### src/rtl/led_seq_ctrl_pkg.sv
// led_pkg: shared divider width, 1 s tick count and sequencer state type
package led_pkg;
  localparam int DIV_W = 5;
  localparam logic [27:0] CNT_1S = 28'h5F5E100;
  typedef enum logic {IDLE, RUN} state_t;
endpackage

### src/rtl/led_seq_ctrl_if.sv
// led_seq_ctrl_if: pattern table write handshake
interface led_seq_ctrl_if #(parameter int NUM_LED = 4, parameter int NUM_STEPS = 8);
  logic                         cfg_valid_i;
  logic                         cfg_ready_o;
  logic [$clog2(NUM_STEPS)-1:0] cfg_addr_i;
  logic [NUM_LED*5-1:0]         cfg_data_i;
  modport master (output cfg_valid_i, cfg_addr_i, cfg_data_i, input cfg_ready_o);
  modport slave (input cfg_valid_i, cfg_addr_i, cfg_data_i, output cfg_ready_o);
endinterface

### src/rtl/led_seq_tick.sv
// led_seq_tick: step timer, one-cycle tick every STEP_TICKS enabled cycles
module led_seq_tick #(parameter int STEP_TICKS = 100_000_000) (
  input  logic clk100,
  input  logic rst,
  input  logic clr,
  input  logic en,
  output logic tick
);
  localparam int W = $clog2(STEP_TICKS);
  localparam logic [W-1:0] LAST = W'(STEP_TICKS - 1);
  logic [W-1:0] cnt;
  assign tick = en && cnt == LAST;
  always_ff @(posedge clk100)
    cnt <= (rst || clr || tick) ? '0 : en ? cnt + 1'b1 : cnt;
endmodule

### src/rtl/led_seq_ctrl.sv
// led_seq_ctrl: steps through a flop pattern table driving per-LED dividers
module led_seq_ctrl import led_pkg::*; #(
  parameter int NUM_LED    = 4,
  parameter int NUM_STEPS  = 8,
  parameter int STEP_TICKS = int'(CNT_1S)
) (
  input  logic                           clk100,
  input  logic                           rst,
  input  logic                           start_i,
  input  logic                           stop_i,
  input  logic [$clog2(NUM_STEPS)-1:0]   seq_len_i,
  led_seq_ctrl_if.slave                  cfg,
  output logic [NUM_LED*DIV_W-1:0]       div_o,
  output logic [NUM_LED-1:0]             wren_o,
  output logic [$clog2(NUM_STEPS)-1:0]   step_o,
  output logic                           busy_o
);
  localparam int SW = $clog2(NUM_STEPS);
  localparam int DW = NUM_LED * DIV_W;
  state_t state, state_n;
  logic [DW-1:0] tbl [NUM_STEPS];
  logic [SW-1:0] seq_len, nxt;
  logic [NUM_LED-1:0] chg;
  logic go, adv, tick;
  assign cfg.cfg_ready_o = state == IDLE && !rst;
  assign busy_o = state == RUN;
  assign go = state == IDLE && start_i && !stop_i;
  // stop beats a coincident step boundary
  assign adv = state == RUN && !stop_i && tick;
  assign nxt = step_o == seq_len ? '0 : step_o + 1'b1;
  led_seq_tick #(.STEP_TICKS(STEP_TICKS)) u_tick (
    .clk100(clk100),
    .rst(rst),
    .clr(state != RUN || stop_i),
    .en(state == RUN),
    .tick(tick)
  );
  always_ff @(posedge clk100) state <= rst ? IDLE : state_n;
  always_comb begin
    state_n = state;
    state_n = go ? RUN : (state == RUN && stop_i) ? IDLE : state;
  end
  always_comb begin
    chg = '0;
    for (int n = 0; n < NUM_LED; n++)
      chg[n] = tbl[nxt][n*DIV_W +: DIV_W] != div_o[n*DIV_W +: DIV_W];
  end
  always_ff @(posedge clk100) begin
    if (rst) begin
      for (int i = 0; i < NUM_STEPS; i++) tbl[i] <= '0;
      seq_len <= '0;
      step_o  <= '0;
      div_o   <= '0;
      wren_o  <= '0;
    end else begin
      if (cfg.cfg_valid_i && cfg.cfg_ready_o) tbl[cfg.cfg_addr_i] <= cfg.cfg_data_i;
      wren_o <= go ? '1 : adv ? chg : '0;
      if (go) begin
        seq_len <= seq_len_i;
        step_o  <= '0;
        div_o   <= tbl[0];
      end else if (adv) begin
        step_o <= nxt;
        div_o  <= tbl[nxt];
      end
    end
  end
endmodule
### src/flat_wrapper.sv
// flat-port wrapper written by rule: the top's interface ports become plain ports
module led_seq_ctrl_flat import led_pkg::*;
#(
  parameter int NUM_LED    = 4,
  parameter int NUM_STEPS  = 8,
  parameter int STEP_TICKS = int'(CNT_1S)
)
  (clk100, rst, start_i, stop_i, seq_len_i, div_o, wren_o, step_o, busy_o, cfg_cfg_valid_i, cfg_cfg_addr_i, cfg_cfg_data_i, cfg_cfg_ready_o);
  led_seq_ctrl_if #(.NUM_LED(NUM_LED), .NUM_STEPS(NUM_STEPS)) cfg_i ();
  input  logic clk100;
  input  logic rst;
  input  logic start_i;
  input  logic stop_i;
  input  logic [$clog2(NUM_STEPS)-1:0] seq_len_i;
  output logic [NUM_LED*DIV_W-1:0] div_o;
  output logic [NUM_LED-1:0] wren_o;
  output logic [$clog2(NUM_STEPS)-1:0] step_o;
  output logic busy_o;
  input wire logic [$bits(cfg_i.cfg_valid_i)-1:0] cfg_cfg_valid_i;
  input wire logic [$bits(cfg_i.cfg_addr_i)-1:0] cfg_cfg_addr_i;
  input wire logic [$bits(cfg_i.cfg_data_i)-1:0] cfg_cfg_data_i;
  output wire logic [$bits(cfg_i.cfg_ready_o)-1:0] cfg_cfg_ready_o;
  assign cfg_i.cfg_valid_i = cfg_cfg_valid_i;
  assign cfg_i.cfg_addr_i = cfg_cfg_addr_i;
  assign cfg_i.cfg_data_i = cfg_cfg_data_i;
  assign cfg_cfg_ready_o = cfg_i.cfg_ready_o;
  led_seq_ctrl #(.NUM_LED(NUM_LED), .NUM_STEPS(NUM_STEPS), .STEP_TICKS(STEP_TICKS)) u_core (.clk100(clk100), .rst(rst), .start_i(start_i), .stop_i(stop_i), .seq_len_i(seq_len_i), .cfg(cfg_i), .div_o(div_o), .wren_o(wren_o), .step_o(step_o), .busy_o(busy_o));
endmodule
### config.mk
export PLATFORM = sky130hd
export DESIGN_NAME = led_seq_ctrl_flat
export DESIGN_NICKNAME = d
export VERILOG_FILES = /design/src/rtl/led_seq_ctrl_pkg.sv /design/src/rtl/led_seq_ctrl_if.sv /design/src/rtl/led_seq_tick.sv /design/src/rtl/led_seq_ctrl.sv /design/src/flat_wrapper.sv
export SDC_FILE = /design/constraint.sdc
export NUM_CORES = 1
export LEC_CHECK = 0
export ABC_AREA = 1
export BUFFER_PORTS_ARGS = -buffer_cell sky130_fd_sc_hd__buf_4
export CAP_MARGIN = 5
export CORE_MARGIN = 4
export CORE_UTILIZATION = 66
export DETAILED_ROUTE_END_ITERATION = 7
export GPL_ROUTABILITY_DRIVEN = 1
export PLACE_DENSITY = 0.84
export SLEW_MARGIN = 30
export SYNTH_ARGS = -nofsm -noshare
export SYNTH_HDL_FRONTEND = slang
export SYNTH_SLANG_ARGS = --single-unit
### constraint.sdc
create_clock -name clk100 -period 3.4 [get_ports clk100]
set_input_delay 0.51 -clock clk100 [delete_from_list [all_inputs] [get_ports clk100]]
set_output_delay 0.51 -clock clk100 [all_outputs]
set_load 0.05 [all_outputs]
==> results.sh <==
export IMPL_yosysMostFrequentCell="nand2_1"
export IMPL_synth_seq_area_share_pct=58.3
export IMPL_required_ns=3.80
export IMPL_irDropWorstVdd_v=0.000349
export IMPL_postRouteAntennaNets=0
export IMPL_grt_pass1_vias=8445
export IMPL_rsz0062_at_grt="false"
export IMPL_synth_seq_cells=218
export IMPL_die_h_um=132
export IMPL_syn_instance_count=1179
export IMPL_die_area_mm2=0.0176
export IMPL_dr_pass1_iters=6
export IMPL_avgRoutedWirePerCell_um=19.8
export IMPL_cp_start_kind="flop"
export IMPL_die_w_um=132
export IMPL_synthFlopType="edfxtp_1"
export IMPL_syn_num_nets=1212
export IMPL_post_cts_setup_buffers=0
export IMPL_multi_input_area_mm2=0.00354
export IMPL_viasPerCell=6.14
export IMPL_netlist_top_cells_count="292 x nand2_1, 210 x nor2_1, 175 x nand3_1"
export IMPL_maxCapViolations=0
export IMPL_instances_no_fill=1439
export IMPL_synth_edf_count=160
export IMPL_cts_num_sinks=218
export IMPL_finalPower_mw=5.96
export IMPL_initial_core_util_pct=67.3
export IMPL_worstSetupPathType="reg -> reg"
export IMPL_wirelength_um=28500
export IMPL_io_pins=60
export IMPL_skew_ns=0.0120
export IMPL_drt_iter0_drc=1422
export IMPL_avgSynthCellArea_um2=8.67
export IMPL_htree_levels=1
export IMPL_pwr_density_cell_mw_per_mm2=515
export IMPL_min_period_over_period_pct=79.7
export IMPL_tritoncts="built"
export IMPL_wl_met1_um=10400
export IMPL_wl_met2_um=13300
export IMPL_hold_path_class="in -> reg"
export IMPL_worst_pin_slew_ns=0.850
export IMPL_dp_cells=1398
export IMPL_nFillCells=1073
export IMPL_tns_ns=0
export IMPL_clockRootBuffer="clkbuf_16"
export IMPL_grt_pass1_wl_um=44200
export IMPL_hold_buffers=0
export IMPL_grt_max_degree=49
export IMPL_regArea_mm2=0.00597
export IMPL_cp_max_fo=48
export IMPL_diodes=0
export IMPL_finalSetupViolations=0
export IMPL_rrSetupSlack_ns=0.69
export IMPL_yosys_area_top_type="edfxtp_1"
export IMPL_min_period_ns=2.71
export IMPL_grt_usage_pct=31.9
export IMPL_relSlewSlack_pct=43.3
export IMPL_grt_overflow=0
export IMPL_status="complete, no violations"
export IMPL_dp_slack_ns=0.810
export IMPL_worst_r2r_cell_count=12
export IMPL_fp_row_count=45
export IMPL_synth_area_mm2=0.0102
export IMPL_worst_ep_arrival_time_ns=3.11
export IMPL_synth_top_area_share_pct=47.0
export IMPL_drcViolationCount=0
export IMPL_drive_gt1_share_pct=11.1
export IMPL_clkTransAtPathRegs_ns=0.06
export IMPL_place_congestion=0.892
export IMPL_clk_latency_ns=0.51
export IMPL_highest_layer="met4"
export IMPL_async_flop_share_pct=0
export IMPL_synth_distinct_cells=35
export IMPL_wl_met3_um=3640
export IMPL_num_vias=8842
export IMPL_syn2layout_area_growth_pct=13.2
export IMPL_worst_slack_ns=0.691
export IMPL_yosys_top_cells_area="edfxtp_1 47%, dfxtp_1 11%, nand2_1 11%"
export IMPL_cp_end_kind="flop"
export IMPL_leakagePower_nw=4.91
export IMPL_hold_viol=0
export IMPL_post_dp_hpwl_um=18000
export IMPL_cts_resized=0
export IMPL_cts_buffers=23
export IMPL_fmax_mhz=369
export IMPL_core_area_mm2=0.0152
export IMPL_fin_util_pct=76.2
export IMPL_portBuffers=59
export IMPL_maxSlewViolCount=0
export IMPL_fin_nets=1268
export IMPL_synth_warnings=0
export IMPL_antenna_found_initial=0
export IMPL_hold_depth=3
export IMPL_ctsLongestPathBuffers=3
==> state kept, by name (all words and copies together), names as in the netlist <==
name / flops
u_core.tbl: 160
u_core.div_o: 20
u_core.wren_o: 4
u_core.seq_len: 3
u_core.step_o: 3
u_core.busy_o: 1
u_core.u_tick.cnt: 27
==> metrics by stage <==
| stage | hold slack, ns | cell area (um^2) |
|---|---|---|
| 2_1_floorplan | 0.422 | 10200 |
| 3_3_place_gp | 0.438 | 10900 |
| 3_5_place_dp | 0.469 | 10900 |
| 4_1_cts | 0.269 | 11600 |
| 5_1_grt | 0.291 | 11600 |
| 6_report | 0.276 | 11600 |
==> cell type report <==
| cell class | count | share of cell area (%) |
|---|---|---|
| tap | 188 | 2.03 |
| multi-input combinational | 792 | 30.6 |
| timing repair buffer | 91 | 6.01 |
| clock inverter | 11 | 0.886 |
| clock buffer | 30 | 5.37 |
| sequential | 218 | 51.5 |
| inverter | 109 | 3.60 |
==> logic make-up (layout without fill, tap and decap cells) <==
kind of cell | after synthesis | count (layout) | synth area share (%)
and+or+nand+nor | 705 | 705 | 28.9
buffers and inverters | 169 | 241 | 7.07
DFF | 218 | 218 | 58.3
AOI/OAI and AO/OA | 73 | 73 | 4.44
xor gates and xnor gates | 12 | 12 | 1.03
adders and majority gates | 2 | 2 | 0.245
==> cells in the final DEF (no fill, tap or decap), drive strengths merged <==
cell type,n
nand2,293
nor2,214
nand3,177
edfxtp,160
inv,108
buf,91
dfxtp,58
clkbuf,30
a21oi,21
a31oi,19
o21ai,16
o2111ai,14
nor3,9
clkinv,9
xor2,7
nand4,6
xnor2,5
nor4,5
ha,2
bufinv,2
nor3b,1
o21bai,1
o221ai,1
o21a,1
clkinvlp,1
==> where the power goes <==
part,switching (mW),internal (mW),total [mW]
sequential,0.0420,2.95,2.99
clock,0.990,1.43,2.42
combinational,0.393,0.155,0.548
total,1.43,4.53,5.96
==> worst paths after layout <==
kind,endpoint,startpoint
worst max-delay path,u_core.wren_o[3],u_core.step_o[0]
worst min-delay path,u_core.seq_len[2],seq_len_i[2]
worst max register to register,u_core.wren_o[3],u_core.step_o[0]
worst min register to register,u_core.u_tick.cnt[14],u_core.u_tick.cnt[14]
==> routing by layer <==
layer  global-route usage (%)  up-vias
met4                     12.0        0
met1                     43.0     4033
met3                     6.27      116
met5                        0        -
li1                         -     4016
met2                     51.8      677
==> critical path: stages (launching register included) <==
cell	delay, ns
dfxtp_1	0.45
inv_6	0.10
buf_4	0.42
buf_4	0.58
o2111ai_1	0.27
nand3_1	0.20
nand2_1	0.10
nand2_1	0.06
nand2_1	0.06
nor2_1	0.08
nand3_1	0.13
nand2_1	0.08
inv_1	0.04
(Power assumes the default switching activity.)
